[src/rtl/uart_arb_pkg.sv]
// Shared types and constants for the UART transmit arbiter slice.
package uart_arb_pkg;

  localparam int NUM_REQ   = 2;
  localparam int REQ_CPU   = 0;
  localparam int REQ_DEBUG = 1;

  typedef enum logic {
    IDLE = 1'b0,
    BUSY = 1'b1
  } arb_state_t;

endpackage : uart_arb_pkg

[src/rtl/uart_tx_arbiter_if.sv]
// Byte-stream bundle between the two requesters, the arbiter and the UART transmitter.
interface uart_tx_arbiter_if
  import uart_arb_pkg::*;
#(
  parameter int DATA_WIDTH = 8
);

  logic [NUM_REQ-1:0]            req_valid;
  logic [NUM_REQ*DATA_WIDTH-1:0] req_data;
  logic [NUM_REQ-1:0]            req_last;
  logic [NUM_REQ-1:0]            req_ready;
  logic                          tx_valid;
  logic [DATA_WIDTH-1:0]         tx_data;
  logic                          tx_ready;
  logic [NUM_REQ-1:0]            grant;

  // Arbiter side: consumes requests and the transmitter's ready.
  modport slave (
    input  req_valid, req_data, req_last, tx_ready,
    output req_ready, tx_valid, tx_data, grant
  );

  // Environment side: requesters plus the UART transmitter.
  modport master (
    output req_valid, req_data, req_last, tx_ready,
    input  req_ready, tx_valid, tx_data, grant
  );

endinterface : uart_tx_arbiter_if

[src/rtl/rr_arbiter2.sv]
// Two-way round-robin pick; rr_ptr names the preferred requester when both ask.
module rr_arbiter2 (
  input  logic [1:0] req,
  input  logic       rr_ptr,
  output logic [1:0] gnt
);

  // Lone requester always wins; a tie goes to the pointer.
  always_comb begin
    gnt = 2'b00;
    unique case (req)
      2'b01:   gnt = 2'b01;
      2'b10:   gnt = 2'b10;
      2'b11:   gnt = rr_ptr ? 2'b10 : 2'b01;
      default: gnt = 2'b00;
    endcase
  end

endmodule : rr_arbiter2

[src/rtl/uart_tx_arbiter.sv]
// Shares the UART transmit byte port between the CPU path and the debug streamer.
// Grant is held for a whole packet, limited by a burst count and an idle timeout.
//
// state | meaning
// IDLE  | no owner, outputs low; arbitrate any valid request
// BUSY  | grant_q owns the port; bytes pass straight through
module uart_tx_arbiter
  import uart_arb_pkg::*;
#(
  parameter int DATA_WIDTH   = 8,
  parameter int MAX_BURST    = 16,
  parameter int HOLD_TIMEOUT = 255
) (
  input  logic              clk,
  input  logic              reset,
  uart_tx_arbiter_if.slave  bus
);

  localparam int BW = $clog2(MAX_BURST + 1);
  localparam int IW = $clog2(HOLD_TIMEOUT + 1);
  localparam logic [BW-1:0] BURST_TC = BW'(MAX_BURST - 1);
  localparam logic [IW-1:0] IDLE_TC  = IW'(HOLD_TIMEOUT - 1);

  arb_state_t         state_q, state_d;
  logic [NUM_REQ-1:0] grant_q, grant_d;
  logic               rr_ptr_q, rr_ptr_d;
  logic [BW-1:0]      burst_cnt_q, burst_cnt_d;
  logic [IW-1:0]      idle_cnt_q, idle_cnt_d;

  logic               owner;
  logic               own_valid;
  logic               own_last;
  logic               xfer;
  logic               release_now;
  logic [NUM_REQ-1:0] arb_gnt;

  rr_arbiter2 u_rr (
    .req    (bus.req_valid),
    .rr_ptr (rr_ptr_q),
    .gnt    (arb_gnt)
  );

  // Pass-through datapath steered by the registered grant.
  always_comb begin
    owner         = grant_q[REQ_DEBUG];
    own_valid     = bus.req_valid[owner];
    own_last      = bus.req_last[owner];
    bus.tx_valid  = 1'b0;
    bus.tx_data   = '0;
    bus.req_ready = '0;
    if (state_q == BUSY) begin
      bus.tx_valid = own_valid;
      if (own_valid) begin
        bus.tx_data = owner ? bus.req_data[REQ_DEBUG*DATA_WIDTH +: DATA_WIDTH]
                            : bus.req_data[REQ_CPU*DATA_WIDTH +: DATA_WIDTH];
      end
      bus.req_ready[owner] = bus.tx_ready;
    end
  end

  assign bus.grant = grant_q;

  // Release on end of packet, burst exhaustion, or the owner going quiet too long.
  always_comb begin
    xfer        = (state_q == BUSY) && own_valid && bus.tx_ready;
    release_now = (state_q == BUSY) &&
                  ((xfer && (own_last || (burst_cnt_q == BURST_TC))) ||
                   (!own_valid && (idle_cnt_q == IDLE_TC)));
  end

  // Next-state and counter update.
  always_comb begin
    state_d     = state_q;
    grant_d     = grant_q;
    rr_ptr_d    = rr_ptr_q;
    burst_cnt_d = burst_cnt_q;
    idle_cnt_d  = idle_cnt_q;
    unique case (state_q)
      IDLE: begin
        if (|bus.req_valid) begin
          state_d     = BUSY;
          grant_d     = arb_gnt;
          burst_cnt_d = '0;
          idle_cnt_d  = '0;
        end
      end
      BUSY: begin
        if (release_now) begin
          state_d     = IDLE;
          grant_d     = '0;
          rr_ptr_d    = ~owner;
          burst_cnt_d = '0;
          idle_cnt_d  = '0;
        end else if (xfer) begin
          burst_cnt_d = burst_cnt_q + 1'b1;
          idle_cnt_d  = '0;
        end else if (!own_valid) begin
          idle_cnt_d  = idle_cnt_q + 1'b1;
        end
      end
      default: begin
        state_d = IDLE;
        grant_d = '0;
      end
    endcase
  end

  // Control registers; reset wins over any same-cycle handshake.
  always_ff @(posedge clk) begin
    if (reset) begin
      state_q     <= IDLE;
      grant_q     <= '0;
      rr_ptr_q    <= 1'b0;
      burst_cnt_q <= '0;
      idle_cnt_q  <= '0;
    end else begin
      state_q     <= state_d;
      grant_q     <= grant_d;
      rr_ptr_q    <= rr_ptr_d;
      burst_cnt_q <= burst_cnt_d;
      idle_cnt_q  <= idle_cnt_d;
    end
  end

endmodule : uart_tx_arbiter

[src/flat_wrapper.sv]
// flat-port wrapper written by rule: the top's interface ports become plain ports
module uart_tx_arbiter_flat import uart_arb_pkg::*;
#(
  parameter int DATA_WIDTH   = 8,
  parameter int MAX_BURST    = 16,
  parameter int HOLD_TIMEOUT = 255
)
  (clk, reset, bus_req_valid, bus_req_data, bus_req_last, bus_tx_ready, bus_req_ready, bus_tx_valid, bus_tx_data, bus_grant);
  uart_tx_arbiter_if #(.DATA_WIDTH(DATA_WIDTH)) bus_i ();
  input  logic clk;
  input  logic reset;
  input wire logic [$bits(bus_i.req_valid)-1:0] bus_req_valid;
  input wire logic [$bits(bus_i.req_data)-1:0] bus_req_data;
  input wire logic [$bits(bus_i.req_last)-1:0] bus_req_last;
  input wire logic [$bits(bus_i.tx_ready)-1:0] bus_tx_ready;
  output wire logic [$bits(bus_i.req_ready)-1:0] bus_req_ready;
  output wire logic [$bits(bus_i.tx_valid)-1:0] bus_tx_valid;
  output wire logic [$bits(bus_i.tx_data)-1:0] bus_tx_data;
  output wire logic [$bits(bus_i.grant)-1:0] bus_grant;
  assign bus_i.req_valid = bus_req_valid;
  assign bus_i.req_data = bus_req_data;
  assign bus_i.req_last = bus_req_last;
  assign bus_i.tx_ready = bus_tx_ready;
  assign bus_req_ready = bus_i.req_ready;
  assign bus_tx_valid = bus_i.tx_valid;
  assign bus_tx_data = bus_i.tx_data;
  assign bus_grant = bus_i.grant;
  uart_tx_arbiter #(.DATA_WIDTH(DATA_WIDTH), .MAX_BURST(MAX_BURST), .HOLD_TIMEOUT(HOLD_TIMEOUT)) u_core (.clk(clk), .reset(reset), .bus(bus_i));
endmodule
[config.mk]
export PLATFORM = sky130hd
export DESIGN_NAME = uart_tx_arbiter_flat
export DESIGN_NICKNAME = d
export VERILOG_FILES = /design/src/rtl/uart_arb_pkg.sv /design/src/rtl/uart_tx_arbiter_if.sv /design/src/rtl/rr_arbiter2.sv /design/src/rtl/uart_tx_arbiter.sv /design/src/flat_wrapper.sv
export SDC_FILE = /design/constraint.sdc
export NUM_CORES = 1
export LEC_CHECK = 0
export BUFFER_PORTS_ARGS = -buffer_cell sky130_fd_sc_hd__buf_4
export CAP_MARGIN = 10
export CORE_MARGIN = 2
export CORE_UTILIZATION = 52
export CTS_CLUSTER_DIAMETER = 60
export DETAILED_ROUTE_END_ITERATION = 6
export PLACE_DENSITY = 0.82
export SLEW_MARGIN = 30
export SYNTH_ARGS = -nofsm -noshare
export SYNTH_HDL_FRONTEND = slang
export SYNTH_SLANG_ARGS = --single-unit
[constraint.sdc]
create_clock -name clk -period 5.05 [get_ports clk]
set_input_delay 1.01 -clock clk [delete_from_list [all_inputs] [get_ports clk]]
set_output_delay 1.01 -clock clk [all_outputs]
set_load 0.05 [all_outputs]
After elaboration in Yosys (flattened, before gate mapping):

Cells that the tools add are included.

* register bits: 17
* input port bits: 23
* output and inout port bits: 13
* logic and storage cells: 63

* $add $sub $neg: 2
* $lt $le $gt $ge: 2
* equal/unequal tests: 9
* multiplexer cells: 28
* bitwise gates (word level): 3
* reduce and logical (&&, ||, !) cells: 14

Operator list (count)
* $mux 8: 7
* $pmux 8 s2: 1
* $mux 5: 3
* $pmux 5 s2: 1
* $add 8x1->8 const B: 1
* $eq 8x8->1 const B: 1
* $mux 1: 8
* $mux 2: 4
* $reduce_and 2->1: 4
* $logic_and 1x1->1: 6
* $pmux 2 s3: 1
* $add 5x1->5 const B: 1
* $eq 5x4->1 const B: 1
* $eq 2x2->1 const B: 2
* $ne 4x4->1 const B: 1
* $pmux 2 s2: 1
* $ne 3x3->1 const B: 1
* $and 2x2->2: 1
* $eq 2x1->1 const B: 1
* $logic_or 1x1->1: 2
* $lt 1x2->1 const B: 1
* $ne 2x1->1 const B: 1
* $ne 2x2->1 const B: 1
* $not 1->1: 2
* other kinds (5): 5

Depth between registers and ports, before layout:

Gate-level depths: netlist of run 1.

* depth in word-level cells: 9
* gate-level depth with buffers: 7
* depth with buffers taken out: 7

Modules after synthesis:

Synthesis of run 1 repeated with hierarchy kept, for this count alone.

* cell total of the unflattened synthesis: 142
* area, all modules: 1224.9 um^2

By module, submodules not included
* uart_tx_arbiter: times used 1, cells an instance 139, area each 1206.2 um^2, seq. area each 340.3 um^2
* rr_arbiter2: times used 1, cells an instance 3, area each 18.8 um^2, seq. area each 0.0 um^2

Least setup slack after synthesis of run 1:

No wires, ideal clock.

* path kind: input to output
* start point: input port bus_req_valid[0]
* end point: output port bus_tx_data[0]
* arrival: 2031 ps
* required time: 4040 ps
* path slack: 2009 ps
* stages on the path: 3
* path buffers: 0
* path through: mux2_4 nand2_1 nor2_1

* longest elaborated chain between the ends: 4

Ends and longest elaborated chain
* from (decl): line flat_wrapper.sv:12 `input wire logic [$bits(bus_i.req_valid)-1:0] bus_req_valid;`
* $mux 1 (not written as such) (2 in a row): line uart_tx_arbiter.sv:46 `own_valid = bus.req_valid[owner];`
* $mux 8: line uart_tx_arbiter.sv:53 `if (own_valid) begin`
* $mux 8: line uart_tx_arbiter.sv:51 `if (state_q == BUSY) begin`
* to (decl): line flat_wrapper.sv:18 `output wire logic [$bits(bus_i.tx_data)-1:0] bus_tx_data;`

No other way between the ends. The select of a mux whose other input is x is not followed.

Worst setup path after layout of run 1:

* start point: register u_core.grant_q[1], in the netlist u_core.bus.grant[1]
* end point: output port bus_tx_data[3]

* longest elaborated chain between the ends: 4
* elaborated cells on any way between the ends: 5
* classes of those cells: 5 x mux

Ends and longest elaborated chain
* from (decl): line uart_tx_arbiter.sv:25 `logic [NUM_REQ-1:0] grant_q, grant_d;`
* from (signal assigned): line uart_tx_arbiter.sv:118 `grant_q <= grant_d;`
* $mux 1 (not written as such) (2 in a row): line uart_tx_arbiter.sv:46
* $mux 8 (*): line uart_tx_arbiter.sv:53
* $mux 8 (*): line uart_tx_arbiter.sv:51

Every way passes the cells marked *; elsewhere a longest branch is shown, timed or not. The select of a mux whose other input is x is not followed.

==> qor.yml, run 1 <==
timing:
  final-max-slew-violation-count: 0
  finalHoldViolations: 0
  setup_viol: 0
  fin_skew_ns: 0.00232
  min_period_ns: 3.04
  grt_setup_unrepaired: "false"
  fin_crit_sh_pct: 60.3
  worst-slew-pin-transition_ns: 0.740
  max_slew_margin_pct: 50.6
  tns_ns: 0
  fmax_mhz: 328
place:
  place.detailed.hpwl_mm: 1.96
  dpl_cell_area_um2: 1320
  gp_congestion: 0.855
  io_buffers: 35
final_layout:
  drive_gt1_share_pct: 28.6
  nFillCells: 169
  regArea_um2: 340
  stdcell_area_um2: 1350
  syn2layout_area_growth_pct: 28.7
  nets: 189
  multi_input_area_um2: 663
  final_cell_mix: "buf_4 (35), nor2_1 (22), dfxtp_1 (17)"
  diodes: 0
  final_common_cell: "buf_4"
floorplan:
  start_util_pct: 54.4
  ios: 36
  num_rows: 16
  chipWidth_um: 48.8
  core_area_um2: 1920
  dieArea_um2: 2380
  die_y_um: 48.8
synth:
  synth_mux_area_share_pct: 12.1
  ys.flop_type: "dfxtp_1"
  synth_area_um2: 1040
  synth_edf_count: 0
  ys_types: 35
  synth_top_family_by_area: "simple AND/OR/NAND/NOR gates"
  synth-compound-area-share_pct: 18.7
  async_flop_share_pct: 0
  synth_xor_xnor_area_share_pct: 1.68
  netlist_instances: 126
  ys_seq_elements: 17
  synth_fa_ha_area_share_pct: 4.79
  seq_area_frac_synth_pct: 32.6
  synth.avg_cell_area_um2: 8.29
  yosys.area_share.simple_pct: 26.2
  ys_warn_count: 0
  syn_nets: 153
worst_setup_path:
  cp.required_ns: 4.04
  reg2reg_slack_ns: 2.77
  cp_max_fo: 16
  r2r-end: "u_core.bus.grant[1]"
  critPathMaxStageDelay_ns: 0.81
  crit_arrival_ns: 2.03
  cpLargestDelayFamily: "flip-flops"
  worstPathBufferInverterCount: 1
  start_kind: "flip-flop"
  r2r_cells: 5
  slowest_stage: "dfxtp_1"
  r2r-start: "u_core.bus.grant[1]"
  cp_cell_sequence: "mux2_4 -> nand2_1 -> nor2_1 -> buf_4"
  path_class: "reg -> out"
  cp-end-kind: "output port"
cts:
  cts_sinks: 17
  h-tree-depth: 1
  cts_buffers: 3
  clock-root-buffer: "clkbuf_4"
  cts_tree: "done"
  post-cts-setup-buffers: 0
  cts_resized: 0
  clk_pin_slew_ns: 0.09
  clk_latency_ns: 0.29
  hold_buffers: 0
  ctsLongestPathBuffers: 2
route:
  via_per_inst: 5.76
  wl_per_cell_um: 13.4
  finalWirelength_mm: 2.53
  drc: 0
  vias: 1082
  drtAntennaViolNets: 0
  drt_iter0_drc: 15
  first_pass_iters: 4
power:
  power_density_nw_per_um2: 220
  max-vdd-ir-drop_mv: 0.181
  leakage_nw: 0.551
global_route:
  overflow: 0
  grt_pass1_wl_mm: 4.31
  antenna_found_initial: 0
  grt.total_usage_pct: 23.2
  grt_pass1_vias: 1020
  grt_start_max_net_pins: 17
hold_path:
  hold_end: "u_core.bus.grant[0]"
  hold_class: "reg -> reg"
  whs_path_depth: 1
  holdCritStartpoint: "u_core.bus.grant[0]"
run:
  cap_viol_max_count: 0
status:
  status: "completed"
## worst reg2reg max path: cells and delay by family (launching register included)
family / cells / cell delay (ns)
flops: 1 / 0.81
simple gates: 2 / 0.51
compound gates: 2 / 0.47
mux: 1 / 0.40
## power breakdown
| group | internal (mW) | total [mW] | switching, mW | leakage [nW] |
|---|---|---|---|---|
| Clock | 0.0308 | 0.0715 | 0.0407 | 0.0150 |
| Combinational | 0.0328 | 0.0799 | 0.0471 | 0.398 |
| Sequential | 0.138 | 0.144 | 0.00640 | 0.138 |
| Total | 0.202 | 0.296 | 0.0942 | 0.551 |
## cells by family after synthesis
group,count (synthesis)
XOR/XNOR,2
AND/OR/NAND/NOR,55
multiplexers,12
flip-flops,17
adder cells (fa/ha/maj),4
buffers and inverters,9
AO/OA/AOI/OAI,27
## synth_stat cells, types with 2 or more instances
master / number / area (um2)
nand4_1: 2 / 12.5
nor2_1: 22 / 82.6
nand2b_1: 2 / 12.5
nor3_1: 2 / 10.0
clkbuf_1: 3 / 11.3
xor2_1: 2 / 17.5
ha_1: 4 / 50.1
a32o_1: 2 / 20.0
inv_1: 5 / 18.8
nand2_1: 11 / 41.3
a31oi_1: 5 / 31.3
and3_1: 3 / 18.8
or3_1: 2 / 12.5
o21ai_0: 3 / 15.0
nand3_1: 4 / 20.0
a21oi_1: 5 / 25.0
mux2i_1: 10 / 100
a311oi_1: 5 / 43.8
a211oi_1: 2 / 15.0
dfxtp_1: 17 / 340
## how the worst max path moves through the flow
stage / start / end / slack (ns) / cells past startpoint
finish: u_core.bus.grant[1] / bus_tx_data[3] / 2.01 / 4
global route: u_core.bus.grant[1] / bus_tx_data[6] / 1.85 / 4
CTS: u_core.bus.grant[1] / bus_tx_data[3] / 2.00 / 4
detailed placement: bus_req_valid[0] / bus_tx_data[3] / 2.06 / 5
global placement: bus_req_valid[0] / bus_tx_data[3] / 2.09 / 5
floorplan: bus_req_valid[0] / bus_tx_data[0] / 2.01 / 3
## area by class of cell
class,count,area share (%)
inverters,5,1.40
well taps,27,2.51
multi-input cells,100,49.3
flip-flops and latches,17,25.3
repair buffers,35,19.5
clock buffers,4,1.95
## sequential cells by signal, indices dropped and copies added, names as in the netlist
name and flops:
u_core.burst_cnt_q 5, u_core.state_q 1, u_core.idle_cnt_q 8, u_core.bus.grant 2, u_core.rr_ptr_q 1
## metrics by stage
| step | utilization, % | power, mW | hold slack, ns | cells | setup slack (ns) |
|---|---|---|---|---|---|
| 3_5_place_dp | 68.6 | 0.227 | 0.470 | 184 | 2.06 |
| 2_1_floorplan | - | 0.198 | 0.440 | 126 | 2.01 |
| 4_1_cts | 70.0 | 0.299 | 0.490 | 188 | 2.00 |
| 5_1_grt | 70.0 | 0.310 | 0.514 | 188 | 1.85 |
| 6_report | 70.0 | 0.296 | 0.487 | 188 | 2.01 |
| 3_3_place_gp | 68.6 | 0.225 | 0.453 | 184 | 2.09 |
## metal layers
layer	GRT usage, %	vias to the layer above	part of all wire, %
met5	0	-	0
met3	5.52	11	3.1
li1	-	529	-
met2	41.1	19	54
met1	25.8	523	40
met4	11.9	0	3.2
(Power assumes the default switching activity.)
==> run 2, diff against run 1 <==
- CORE_UTILIZATION: 52 -> 44
- PLACE_DENSITY: 0.82 -> 0.74
- clock period: 5.05 -> 2.5 ns (I/O delays scaled with it)
==> qor.yml, run 2 (synthesis results as in run 1) <==
cts:
  ctsLongestPathBuffers: 2
  clk_latency_ns: 0.29
  cts_buffers: 3
  clk_pin_slew_ns: 0.10
  cts_resized: 0
  hold_buffers: 0
  h-tree-depth: 1
  post-cts-setup-buffers: 0
  cts_sinks: 17
  cts_tree: "done"
  clock-root-buffer: "clkbuf_4"
global_route:
  grt.total_usage_pct: 20.9
  overflow: 0
  grt_start_max_net_pins: 14
  grt_pass1_wl_mm: 4.43
  antenna_found_initial: 0
  grt_pass1_vias: 1054
hold_path:
  holdCritStartpoint: "reset"
  hold_class: "in -> reg"
  whs_path_depth: 2
place:
  io_buffers: 35
  gp_congestion: 0.797
  place.detailed.hpwl_mm: 1.96
route:
  finalWirelength_mm: 2.57
  vias: 1043
  first_pass_iters: 4
  drc: 0
  drt_iter0_drc: 16
  drtAntennaViolNets: 0
  via_per_inst: 5.46
  wl_per_cell_um: 13.4
worst_setup_path:
  cp_cell_sequence: "mux2_4 -> nand2_1 -> nor2_1 -> buf_4"
  path_class: "reg -> out"
  critPathLaunch: "u_core.bus.grant[1]"
  r2r-start: "u_core.bus.grant[1]"
  crit_arrival_ns: 1.81
  start_kind: "flip-flop"
  slowest_stage: "dfxtp_1"
  r2r_cells: 5
  critPathMaxStageDelay_ns: 0.58
  cp-end-kind: "output port"
  cp.required_ns: 2.00
  cp_max_fo: 9
final_layout:
  diodes: 0
  nets: 191
  regMostFlops: "u_core.idle_cnt_q"
  drive_gt1_share_pct: 29.4
  syn2layout_area_growth_pct: 30.3
  final_cell_mix: "buf_4 (37), nor2_1 (22), dfxtp_1 (17)"
  fin_util_pct: 61.0
  final_common_cell: "buf_4"
  largest_reg_flops: 8
timing:
  fin_skew_ns: 0.0105
  worst-slew-pin-transition_ns: 0.483
  grt_setup_unrepaired: "false"
  min_period_ns: 2.31
  finalHoldViolations: 0
  max_slew_margin_pct: 67.8
  tns_ns: 0
  fin_crit_sh_pct: 92.5
  setup_viol: 0
  final-max-slew-violation-count: 0
  fmax_mhz: 432
floorplan:
  core_area_um2: 2230
  num_rows: 17
  ios: 36
  start_util_pct: 46.8
  dieArea_um2: 2780
  chipWidth_um: 52.7
  die_y_um: 52.7
power:
  p_clk_share_pct: 24.4
  combPwrFrac_pct: 27.8
  power_density_nw_per_um2: 444
  max-vdd-ir-drop_mv: 0.429
  switching_share_pct: 32.2
  intPower_mw: 0.410
  p_switching_mw: 0.194
  report.power.total_mw: 0.604
  p_seq_share_pct: 47.8
  leakage_nw: 0.561
status:
  status: "completed"
run:
  cap_viol_max_count: 0
==> run 2: power groups by stage <==
stage	Sequential, mW	Combinational (mW)	Clock, mW
5_1_grt	0.290	0.181	0.163
2_1_floorplan	0.297	0.103	0
3_5_place_dp	0.295	0.167	0
3_3_place_gp	0.295	0.163	0
6_report	0.289	0.168	0.147
4_1_cts	0.289	0.168	0.153
==> run 2: layout make-up <==
| type | instances | area [um2] |
|---|---|---|
| Tap cell | 28 | 35.0 |
| Clock buffer | 4 | 26.3 |
| Sequential cell | 17 | 340 |
| Multi-Input combinational cell | 100 | 663 |
| Fill cell | 215 | 872 |
| Timing Repair Buffer | 37 | 278 |
| Inverter | 5 | 18.8 |
==> run 2: critical path, delay by kind of cell, from the launching register on <==
family,cells,cell delay [ns]
AND/OR/NAND/NOR,2,0.35
flip-flops,1,0.58
buffers and inverters,1,0.20
multiplexers,1,0.38
==> run 2: worst paths after layout <==
kind                                end  slack, ns
setup reg to reg   u_core.idle_cnt_q[4]       0.45
hold / removal     u_core.idle_cnt_q[6]       0.47
setup / recovery         bus_tx_data[1]       0.19
hold reg to reg   u_core.burst_cnt_q[4]       0.48
==> run 2: through the flow <==
stage	hold slack, ns	cell area, um2	std cells	worst slack (ns)
after global placement	0.451	1340	187	0.504
final	0.468	1360	191	0.187
after floorplan	0.440	1040	126	0.0182
after CTS	0.468	1360	191	0.178
after detailed placement	0.468	1340	187	0.494
after global routing	0.460	1360	191	0.0825
==> run 2: layer usage <==
| metal | global-route usage, % | up-vias | part of all wire, % |
|---|---|---|---|
| li1 | - | 532 | - |
| met1 | 24.8 | 499 | 46 |
| met2 | 37.7 | 12 | 50 |
| met3 | 6.00 | 0 | 3.7 |
| met4 | 2.99 | 0 | 0 |
| met5 | 0 | - | 0 |
